File: config.mk
export PLATFORM = sky130hd
export DESIGN_NAME = mips_mem_arbiter
export DESIGN_NICKNAME = d
export VERILOG_FILES = /design/src/rtl/mips_mem_arbiter.sv
export SDC_FILE = /design/constraint.sdc
export NUM_CORES = 1
export LEC_CHECK = 0
export CORE_AREA = 2 2 124 126
export CTS_BUF_LIST = sky130_fd_sc_hd__clkbuf_2 sky130_fd_sc_hd__clkbuf_4 sky130_fd_sc_hd__clkbuf_8
export DETAILED_ROUTE_END_ITERATION = 16
export DIE_AREA = 0 0 126 128
export PLACE_DENSITY = 0.82
export SYNTH_ARGS = -nofsm -noshare
export SYNTH_HDL_FRONTEND = slang
export SYNTH_SLANG_ARGS = --single-unit
File: constraint.sdc
create_clock -name clk -period 2.7 [get_ports clk]
set_input_delay 0.54 -clock clk [delete_from_list [all_inputs] [get_ports clk]]
set_output_delay 0.54 -clock clk [all_outputs]
set_load 0.02 [all_outputs]
File: src/rtl/mips_mem_arbiter.sv
// Shares one single-port, fixed-latency word memory between the instruction-fetch
// port and the load/store port; data wins by default, a streak limit keeps fetch alive.
module mips_mem_arbiter #(
    parameter int ADDR_W     = 32,
    parameter int LAT        = 1,
    parameter int MAX_STREAK = 4
) (
    input  logic              clk,
    input  logic              reset,
    input  logic              i_req,
    input  logic [ADDR_W-1:0] i_addr,
    output logic              i_rdy,
    output logic [31:0]       i_rdata,
    input  logic              d_req,
    input  logic              d_we,
    input  logic [3:0]        d_be,
    input  logic [ADDR_W-1:0] d_addr,
    input  logic [31:0]       d_wdata,
    output logic              d_rdy,
    output logic [31:0]       d_rdata,
    output logic              mem_en,
    output logic              mem_we,
    output logic [3:0]        mem_be,
    output logic [ADDR_W-3:0] mem_addr,
    output logic [31:0]       mem_wdata,
    input  logic [31:0]       mem_rdata,
    output logic              busy
);
    localparam int CNT_W = (LAT > 1) ? $clog2(LAT) : 1;
    localparam int STK_W = $clog2(MAX_STREAK + 1);
    localparam logic [STK_W-1:0] STK_MAX = STK_W'(MAX_STREAK);

    typedef enum logic [1:0] {IDLE, ISSUE, WAIT, RESP} state_t;

    state_t           state, state_nxt;
    logic [CNT_W-1:0] cnt;
    logic [STK_W-1:0] streak;
    logic             owner_d;
    logic             owner_st;
    logic             grant;
    logic             grant_d;
    logic             done;
    logic             unused_addr_lsb;

    assign unused_addr_lsb = ^{i_addr[1:0], d_addr[1:0]};

    always_ff @(posedge clk or negedge reset) begin
        if (!reset) state <= IDLE;
        else        state <= state_nxt;
    end

    always_comb begin
        state_nxt = state;
        grant     = 1'b0;
        grant_d   = 1'b0;
        done      = 1'b0;
        case (state)
            IDLE: begin
                if (i_req || d_req) begin
                    grant     = 1'b1;
                    // fetch is forced only once the data streak has hit its limit
                    grant_d   = d_req && !(i_req && (streak == STK_MAX));
                    state_nxt = ISSUE;
                end
            end
            ISSUE: state_nxt = WAIT;
            WAIT: begin
                if (cnt == '0) begin
                    done      = 1'b1;
                    state_nxt = RESP;
                end
            end
            RESP:    state_nxt = IDLE;
            default: state_nxt = IDLE;
        endcase
    end

    always_ff @(posedge clk or negedge reset) begin
        if (!reset) begin
            cnt       <= '0;
            streak    <= '0;
            owner_d   <= 1'b0;
            owner_st  <= 1'b0;
            mem_en    <= 1'b0;
            mem_we    <= 1'b0;
            mem_be    <= 4'h0;
            mem_addr  <= '0;
            mem_wdata <= 32'h0;
            i_rdy     <= 1'b0;
            d_rdy     <= 1'b0;
            i_rdata   <= 32'h0;
            d_rdata   <= 32'h0;
            busy      <= 1'b0;
        end else begin
            mem_en <= grant;
            i_rdy  <= done && !owner_d;
            d_rdy  <= done && owner_d;
            busy   <= (state_nxt != IDLE);

            if (grant) begin
                owner_d   <= grant_d;
                owner_st  <= grant_d && d_we;
                mem_we    <= grant_d && d_we;
                mem_be    <= (grant_d && d_we) ? d_be : 4'hF;
                mem_addr  <= grant_d ? d_addr[ADDR_W-1:2] : i_addr[ADDR_W-1:2];
                mem_wdata <= grant_d ? d_wdata : 32'h0;
                if (grant_d && i_req)
                    streak <= (streak == STK_MAX) ? STK_MAX : streak + STK_W'(1);
                else
                    streak <= '0;
            end

            if (state == ISSUE)
                cnt <= CNT_W'(LAT - 1);
            else if ((state == WAIT) && (cnt != '0))
                cnt <= cnt - CNT_W'(1);

            // stores leave d_rdata untouched
            if (done) begin
                if (!owner_d)
                    i_rdata <= mem_rdata;
                else if (!owner_st)
                    d_rdata <= mem_rdata;
            end
        end
    end
endmodule

# Yosys cells after proc, flatten, opt, wreduce, memory -nomap -nowiden

Cells that the tools add are included.

Bits of input ports: 137
Flip-flop bits (word level): 142
Word-level logic and storage cells: 53

Equality and inequality tests: 4
Reduce and logical (&&, ||, !) cells: 15
Bitwise operators: 2
Muxes and demuxes: 16
Add/subtract/negate cells: 2

Operators with widths:

| kind                                                             | number |
|---|---|
| 32-bit 2-to-1 mux                                                | 1 |
| 30-bit 2-to-1 mux                                                | 1 |
| 1-bit 2-to-1 mux                                                 | 8 |
| 2-bit case mux with 4 select lines                               | 1 |
| 1-bit logical AND                                                | 7 |
| 3-bit 2-to-1 mux                                                 | 2 |
| 2-bit == test (second input constant)                            | 2 |
| 2-bit 2-to-1 mux                                                 | 2 |
| 4-bit 2-to-1 mux                                                 | 1 |
| 2-bit nonzero test                                               | 2 |
| 3-bit by 1-bit adder with 3-bit output (second input constant)   | 1 |
| 3-bit == test (second input constant)                            | 1 |
| 3-bit AND reduction                                              | 1 |
| 2-bit by 1-bit == test with 1-bit output (second input constant) | 1 |
| 1-bit zero test                                                  | 2 |
| 2-bit zero test                                                  | 1 |
| 1-bit NOT                                                        | 2 |
| 2-bit AND reduction                                              | 1 |
| 1-bit logical OR                                                 | 1 |
| 1-bit subtractor (second input constant)                         | 1 |

# Longest topological paths before layout

Depth after elaboration: 8
Depth in mapped cells: 7
Gate-level depth less buffers: 6

# Least setup slack after synthesis

No wires, ideal clock.

Kind: register to register
Start: register state[0]
End: register i_rdata[10]
Data arrival time: 1,512 ps
Buffers on the path: 1
Required time: 2,575 ps
Cell stages (with the launch flop): 6
Clock period less this slack: 1,637 ps
Setup slack: 1,063 ps
Path through: dfrtp_1 > inv_1 > ha_1 > nor3b_2 > buf_4 > mux2_2

Word-level cells in the longest chain between the ends: 3

Ends and longest elaborated chain:

| what                                 | line | source |
|---|---|---|
| start: declaration                   | 35   | `state_t state, state_nxt;` |
| start signal: assignment             | 49   | `else state <= state_nxt;` |
| 2-bit == test                        | 57   | `case (state)` |
| 1-bit 2-to-1 mux                     | 57   |  |
| 2-bit AND reduction (no source line) | --   |  |
| end signal: assignment               | 121  | `i_rdata <= mem_rdata;` |
| end: declaration                     | 13   | `output logic [31:0] i_rdata,` |

Every way passes these cells.
A chain may end at the register's enable or synchronous reset.

# Worst setup path in the final report

Start: register state[0]
End: register mem_wdata[18]

Word-level cells in the longest chain between the ends: 3
Elaborated cells on any way between the ends: 4
Those cells by class: mux (3); reduce/logical (1)

Ends and longest elaborated chain:

| what                   | line | source |
|---|---|---|
| 2-bit zero test *      | 57   |  |
| 1-bit 2-to-1 mux       | 57   |  |
| 32-bit 2-to-1 mux      | 106  | `mem_wdata <= grant_d ? d_wdata : 32'h0;` |
| end signal: assignment | 106  |  |
| end: declaration       | 25   | `output logic [31:0] mem_wdata,` |

Every way passes the cells marked *; elsewhere a longest branch is shown, timed or not.

==> results.yml <==
clocking:
  clock_insertion_delay_worst_skew_ns: 0.44
  clkSinkCount: 142
  clock_tree.root_cell: "clkbuf_8"
  cts-buffers-inserted: 17
  cts.path.max_buffers: 2
  cts_hold_buffers: 0
  clock_tree.htree_level_count: 4
  cts_clk_pin_slew_worst_paths_ns: 0.09
  cts_tree: "yes"
  post-cts-setup-buffer-count: 0
  cts_repair_resize_count: 0
yosys:
  post-synth-top-area-fraction_pct: 61.5
  ys_types: 35
  netlist.top_cell.by_area: "dfrtp_1"
  synthCells: 434
  yosysWarningCount: 0
  synth-compound-area-share_pct: 15.2
  area_share_of_and_or_nand_nor_cells_after_synthesis_pct: 3.75
  synth-xor-area-share_pct: 0
  syn-cell-area_um2: 5770
  largest_family_of_logic_cells_by_synthesized_area: "compound AO/OA/AOI/OAI gates"
  fraction_of_synthesized_area_in_multiplexers_pct: 14.4
  synth.ff_latch_count: 142
  yosysSeqAreaShare_pct: 61.5
  synthTopCellsByArea: "dfrtp_1 62%, mux2_4 7.8%, mux2_2 6.6%, a22o_1 4.9%, a31oi_1 3.3%"
  postSynthAreaPerCell_um2: 13.3
  synth-adder-area-share_pct: 1.08
  mappedNetlistNets: 576
timing:
  setup_viol: 0
  fmax_mhz: 470
  final_setup_tns_ns: 0
  timing_hold_violations_final: 0
  finalCritPeriodShare_pct: 78.8
  rsz_0062_raised_after_global_routing: "false"
  relSlewSlack_pct: 54.0
  final.setup_skew_ns: 0.0124
  timing.final.max_slew_violations: 0
  finalCriticalPeriod_ns: 2.13
  max_slew.worst_pin.slew_ns: 0.689
  hold-worst-slack_ns: 0.0199
critical_path:
  slowest_delay_ns: 0.57
  critical_path_class: "reg2reg"
  critPathLaunchType: "flip-flop"
  worst_ep_arrival_time_ns: 2.51
  timing.critical_path.cells: "inv_1 -> ha_1 -> nand2_1 -> nor2_2 -> buf_4 -> a22o_1"
  buf_inv_on_cp: 2
  worst_path_dominant_cell_family: "simple AND/OR/NAND/NOR gates"
  cpMaxStageDelayCell: "nor2_2"
  cp_data_required_time_ns: 3.08
  endpoint_kind: "flip-flop"
  timing.critical_path.fanout_max: 18
grt:
  grt_pass1_wl_um: 25700
  antenna_found_initial: 0
  grt.total_usage_pct: 20.2
  grt_overflow_total: 0
  first_global_vias: 5021
  grt_max_degree: 61
status:
  outcome: "finished, final reports clean"
power:
  design_power_total_w: 0.0118
  vdd_drop_max_mv: 0.641
  cellLeakagePower_nw: 3.83
  power.density_cell_area_nw_per_um2: 1290
placed_design:
  gp_congestion: 0.776
  placed_cell_area_um2: 8630
  port_buffers: 267
  hpwlAfterDp_um: 11600
flow_run:
  cap_violations: 0
cells_and_area:
  final_util_pct: 61.3
  fillerInstances: 1173
  layout-drive-gt1-share_pct: 16.4
  layout.nets: 844
  final_area_um2: 9120
  antenna-diode-count: 0
  register_area_um2: 3550
  area_delta_synth_final_pct: 57.9
  combined_area_of_the_multi_input_logic_cells_um2: 2000
die:
  fp.dieArea_um2: 16100
  core_ar_um2: 14900
  chipHeight_um: 128
  top_level_ports: 272
  initial_core_utilization_pct: 38.8
  core.rowCount: 45
  chip_width_um: 126
route:
  ant_nets: 0
  first_pass_iteration_count_of_the_detailed_router: 5
  dr.first_iter.drc_count: 294
  detailroute.via_count: 4669
  wl_per_cell_um: 18.0
  vias_per_cell: 5.17
  routed_wl_um: 16200
  drcViolationCount: 0
min_path:
  holdCritPathClass: "in2async"
-- worst reg2reg max path, cell delays in order (launching register included) --
cell     delay [ns]
dfrtp_1        0.41
inv_1          0.10
ha_1           0.34
nand2_1        0.13
nor2_2         0.57
buf_4          0.35
a22o_1         0.17
-- cell type report --
class,count,share of cell area (%)
Clock buffer,17,2.57
Clock inverter,15,2.81
Inverter,7,0.288
Multi-Input combinational cell,252,22.0
Sequential cell,142,39.0
Tap cell,188,2.58
Timing Repair Buffer,282,30.8
-- Yosys cell counts, drive strengths merged --
library cell	number
inv	7
ha	5
nand3	2
and3	1
nor2	31
o31ai	1
o211ai	1
a31oi	30
dfrtp	142
nor3b	1
o22ai	1
a32o	2
o22a	4
nor2b	1
and3b	1
nor3	1
and2	1
mux2	64
nand2	6
a21oi	30
clkbuf	14
nand4	1
nand2b	1
a22o	32
o21ai	34
buf	19
a21o	1
-- stage by stage --
step / std cells / setup WS [ns]
6_report: 903 / 0.572
5_1_grt: 903 / 0.390
4_1_cts: 903 / 0.564
3_5_place_dp: 871 / 0.395
3_3_place_gp: 871 / 0.481
2_1_floorplan: 434 / 1.06
-- state kept, by name, summed over array words and instances, names as in the netlist, 2 cells and up --
signal and flops:
state 2, mem_be 4, streak 3, i_rdata 32
mem_wdata 32, d_rdata 32, mem_addr 30
-- final timing paths --
kind | slack [ns] | endpoint | from | cells after the start
min in group clk | 0.51 | mem_wdata[25]$_DFFE_PN0P_ | mem_wdata[25]$_DFFE_PN0P_ | 1
max in group asynchronous | 1.87 | mem_wdata[13]$_DFFE_PN0P_ | reset | 2
hold reg to reg | 0.51 | mem_wdata[25]$_DFFE_PN0P_ | mem_wdata[25]$_DFFE_PN0P_ | 1
hold / removal | 0.02 | d_rdata[5]$_DFFE_PN0P_ | reset | 1
setup / recovery | 0.57 | mem_wdata[18]$_DFFE_PN0P_ | state[0]$_DFF_PN0_ | 6
setup reg to reg | 0.57 | mem_wdata[18]$_DFFE_PN0P_ | state[0]$_DFF_PN0_ | 6
-- cell families (layout without fill, tap and decap cells) --
family                   after synthesis  in the layout
flip-flops                           142            142
multiplexers                          64             64
AND/OR/NAND/NOR                       47             47
AO/OA/AOI/OAI                        136            136
buffers and inverters                 40            321
adder cells (fa/ha/maj)                5              5
-- power breakdown --
group	internal [W]	switching (W)	total, W
clock	0.00121	0.000875	0.00209
sequential	0.00316	0.000588	0.00375
combinational	0.00308	0.00285	0.00593
-- cells in the final DEF, fill, tap and decap left out, types with 2 or more instances in the layout --
cell type,synthesis,final
a22o_1,32,32
mux2_2,34,34
clkdlybuf4s50_1,0,266
inv_1,6,6
nor2_1,30,30
o22a_1,4,4
bufinv_16,0,6
o21ai_1,2,2
mux2_4,30,30
clkbuf_8,0,17
buf_12,3,2
ha_1,5,5
clkinv_4,0,2
clkinv_2,0,2
o21ai_0,31,31
a21oi_1,30,30
a32o_1,2,2
dfrtp_1,142,142
buf_4,3,13
inv_6,0,3
inv_8,0,2
nand3_1,2,2
nand2_1,6,6
a31oi_1,30,30
-- layer usage --
metal  wire length, um  GRT usage [%]
met1              6150           22.6
met2              8210           34.5
met3              1360           7.01
met4               481           9.89
met5                 0              0
Power figures use the tool's default switching activity.
==> edit (same settings) <==
Make the reset (`reset`) synchronous in 2 clocked blocks.
--- a/src/rtl/mips_mem_arbiter.sv
+++ b/src/rtl/mips_mem_arbiter.sv
@@ -44,7 +44,7 @@
 
     assign unused_addr_lsb = ^{i_addr[1:0], d_addr[1:0]};
 
-    always_ff @(posedge clk or negedge reset) begin
+    always_ff @(posedge clk) begin
         if (!reset) state <= IDLE;
         else        state <= state_nxt;
     end
@@ -75,7 +75,7 @@
         endcase
     end
 
-    always_ff @(posedge clk or negedge reset) begin
+    always_ff @(posedge clk) begin
         if (!reset) begin
             cnt       <= '0;
             streak    <= '0;
Function: differs if reset is asserted again (counterexample within 4 cycles, from zero or initial values and one cycle with reset low); with reset held inactive, the same outputs for 4 cycles.
==> edit against the original RTL <==
- wire length increased by 5.2%
- worst setup slack improved by 0.14 ns
- non-clock buffer count decreased by 3
- largest cell class unchanged
- worst hold slack improved by 0.43 ns
- sequential cell count unchanged
- highest routed layer unchanged
- area after synthesis increased by 5.7%
- final area increased by 1.0%
Power is not compared: it rests on default switching activity, and its combinational part moved more than twofold at a synthesized area within 25%.
==> edit: results (changes against the original RTL) <==
outcome: finished, final reports clean (unchanged)
routed vias/inst: 5.071 (was 5.171)
iteration-0 DRC count of the detailed router: 322 (was 294)
CTS root buf: clkbuf_8 (unchanged)
FF-to-FF setup slack: 0.89 ns (was 0.57 ns)
Syn Nets: 801 (was 576)
wirelength, routed: 17.06 mm (was 16.21 mm)
met2 WL post-DR: 8.172 mm (was 8.214 mm)
Post-CTS Resized: 0 (unchanged)
metal3 WL: 1.322 mm (was 1.364 mm)
critical path arrival: 1.45 ns (was 2.51 ns)
Slowest-stage cell, CP: clkdlybuf4s50_1 (was nor2_2)
Synth async-reset ratio: 0 (was 1.000)
P_leak: 3.370 nW
biggest regs: d_rdata: 32 flops, i_rdata: 32 flops, mem_wdata: 32 flops (unchanged)
Max clock buf depth: 2 (unchanged)
post-DP HPWL: 11.15 mm (was 11.61 mm)
post-synthesis cell type count: 40 (was 35)
worst vdd ir: 281.6 µV
number of fill cells: 1279 (was 1173)
dominant cells by area after synthesis: dfxtp_1 47%, nand2_1 8.0%, a21boi_1 5.3%, mux2i_1 5.2%, o221a_2 5.2% (was dfrtp_1 62%, mux2_4 7.8%, mux2_2 6.6%, a22o_1 4.9%, a31oi_1 3.3%)
Clock Latency Late Sink: 0.44 ns (about the same)
number of buffers created by CTS: 17 (unchanged)
P&R area growth vs syn: 50.89% (was 57.92%)
share of layout cells above drive strength 1: 0.09151 (was 0.1636)
Setup Buffers After CTS: 0 (unchanged)
Antenna Cells: 0 (unchanged)
largest net degree at the start of global routing: 175 (was 61)
M1 WL: 7.282 mm (was 6.151 mm)
Clock Pin Slew Worst Setup and Hold Paths: 0.08 ns
first-pass GRT wire length: 27.30 mm (was 25.70 mm)
final net count: 1033 (was 844)
Tightest Pin Transition: 0.7099 ns (was 0.6893 ns)
H-Tree Depth: 4 (unchanged)
gr usage total: 0.2091 (was 0.2021)
family with the most delay on the worst path: buffers and inverters (was simple AND/OR/NAND/NOR gates)
top post-synthesis cells by count: 142 x dfxtp_1, 130 x nand2_1, 43 x a21boi_1, 37 x clkbuf_1, 36 x o21ai_0 (was 142 x dfrtp_1, 34 x mux2_2, 32 x a22o_1, 31 x o21ai_0)
skew final: 0.007994 ns (was 0.01240 ns)
total of max-cap violations: 0 (unchanged)
Final Wtd Congestion: 0.7709 (was 0.7759)
sequential-to-total area share from yosys stat: 0.4657 (was 0.6154)
IO Port Bufs: 267 (unchanged)
slowest stage delay, CP: 0.66 ns (was 0.57 ns)
Hold Crit Class: flip-flop to flip-flop (was primary input to asynchronous set/reset pin)
yosys warns: 0 (unchanged)
worst-path maximum fanout: 3 (was 18)
initial antenna violation count: 0 (unchanged)
number of global-route vias before repair: 5384 (was 5021)
Max Used Layer: met4 (unchanged)
TritonRoute pass-1 iters: 4 (was 5)
[edit: cell types whose count changed in the layout (fill, tap and decap cells not counted), moves of 31 or more]
cell	unedited run	this run
mux2_2	34	0
a22o_1	32	0
a21boi_1	0	43
dfxtp_1	0	142
dfrtp_1	142	0
mux2i_1	0	32
nand3_1	2	33
nand2_1	6	130
[edit: path summary, 6_finish.rpt]
| path | start | end | cells past startpoint |
|---|---|---|---|
| setup / recovery | owner_st | mem_we | 1 |
| hold / removal | i_rdata[13] | i_rdata[13] | 2 |
| setup reg to reg | state[0] | mem_addr[22] | 4 |
| hold reg to reg | i_rdata[13] | i_rdata[13] | 2 |
[edit: area by class of cell]
type	count	area, µm²	share of cell area
tap	188	235.2	0.02554
multi-input combinational	422	2764	0.3001
timing repair buffer	279	2835	0.3078
clock buffer	18	247.7	0.02689
sequential	142	2843	0.3086
clock inverter	14	166.4	0.01807
inverter	32	120.1	0.01304
[edit: metrics by stage]
| stage | worst slack [ns] | cell area (µm²) | hold slack, ns | cells |
|---|---|---|---|---|
| 5_1_grt | 0.6459 | 9211 | 0.4711 | 1095 |
| 3_5_place_dp | 0.4383 | 8797 | 0.4457 | 1063 |
| 2_1_floorplan | 1.085 | 6105 | 0.4722 | 662 |
| 6_report | 0.7066 | 9211 | 0.4539 | 1095 |
| 4_1_cts | 0.6602 | 9211 | 0.4571 | 1095 |
| 3_3_place_gp | 0.4579 | 8797 | 0.4397 | 1063 |
[edit: cells by family (layout without fill, tap and decap cells)]
logic type	count (synthesis)	after routing	synth area share
adders and majority gates	2	2	0.004099
xor gates and xnor gates	1	1	0.001435
buffers and inverters	98	343	0.08157
AOI/OAI and AO/OA	175	175	0.2283
DFF	142	142	0.4657
muxes	32	32	0.05247
and+or+nand+nor	212	212	0.1664
[edit: power breakdown]
group | internal, mW | switching [mW] | leakage, nW
clock | 0.937 | 0.841 | 0.201
sequential | 2.34 | 0.142 | 1.16
combinational | 0.884 | 0.928 | 2.01
total | 4.16 | 1.91 | 3.37
[edit: metal layers]
layer | vias up | track usage
met1 | 2557 | 0.2575
li1 | 2772 | -
met3 | 22 | 0.06553
met4 | 0 | 0.07369
met2 | 202 | 0.3469
met5 | - | 0
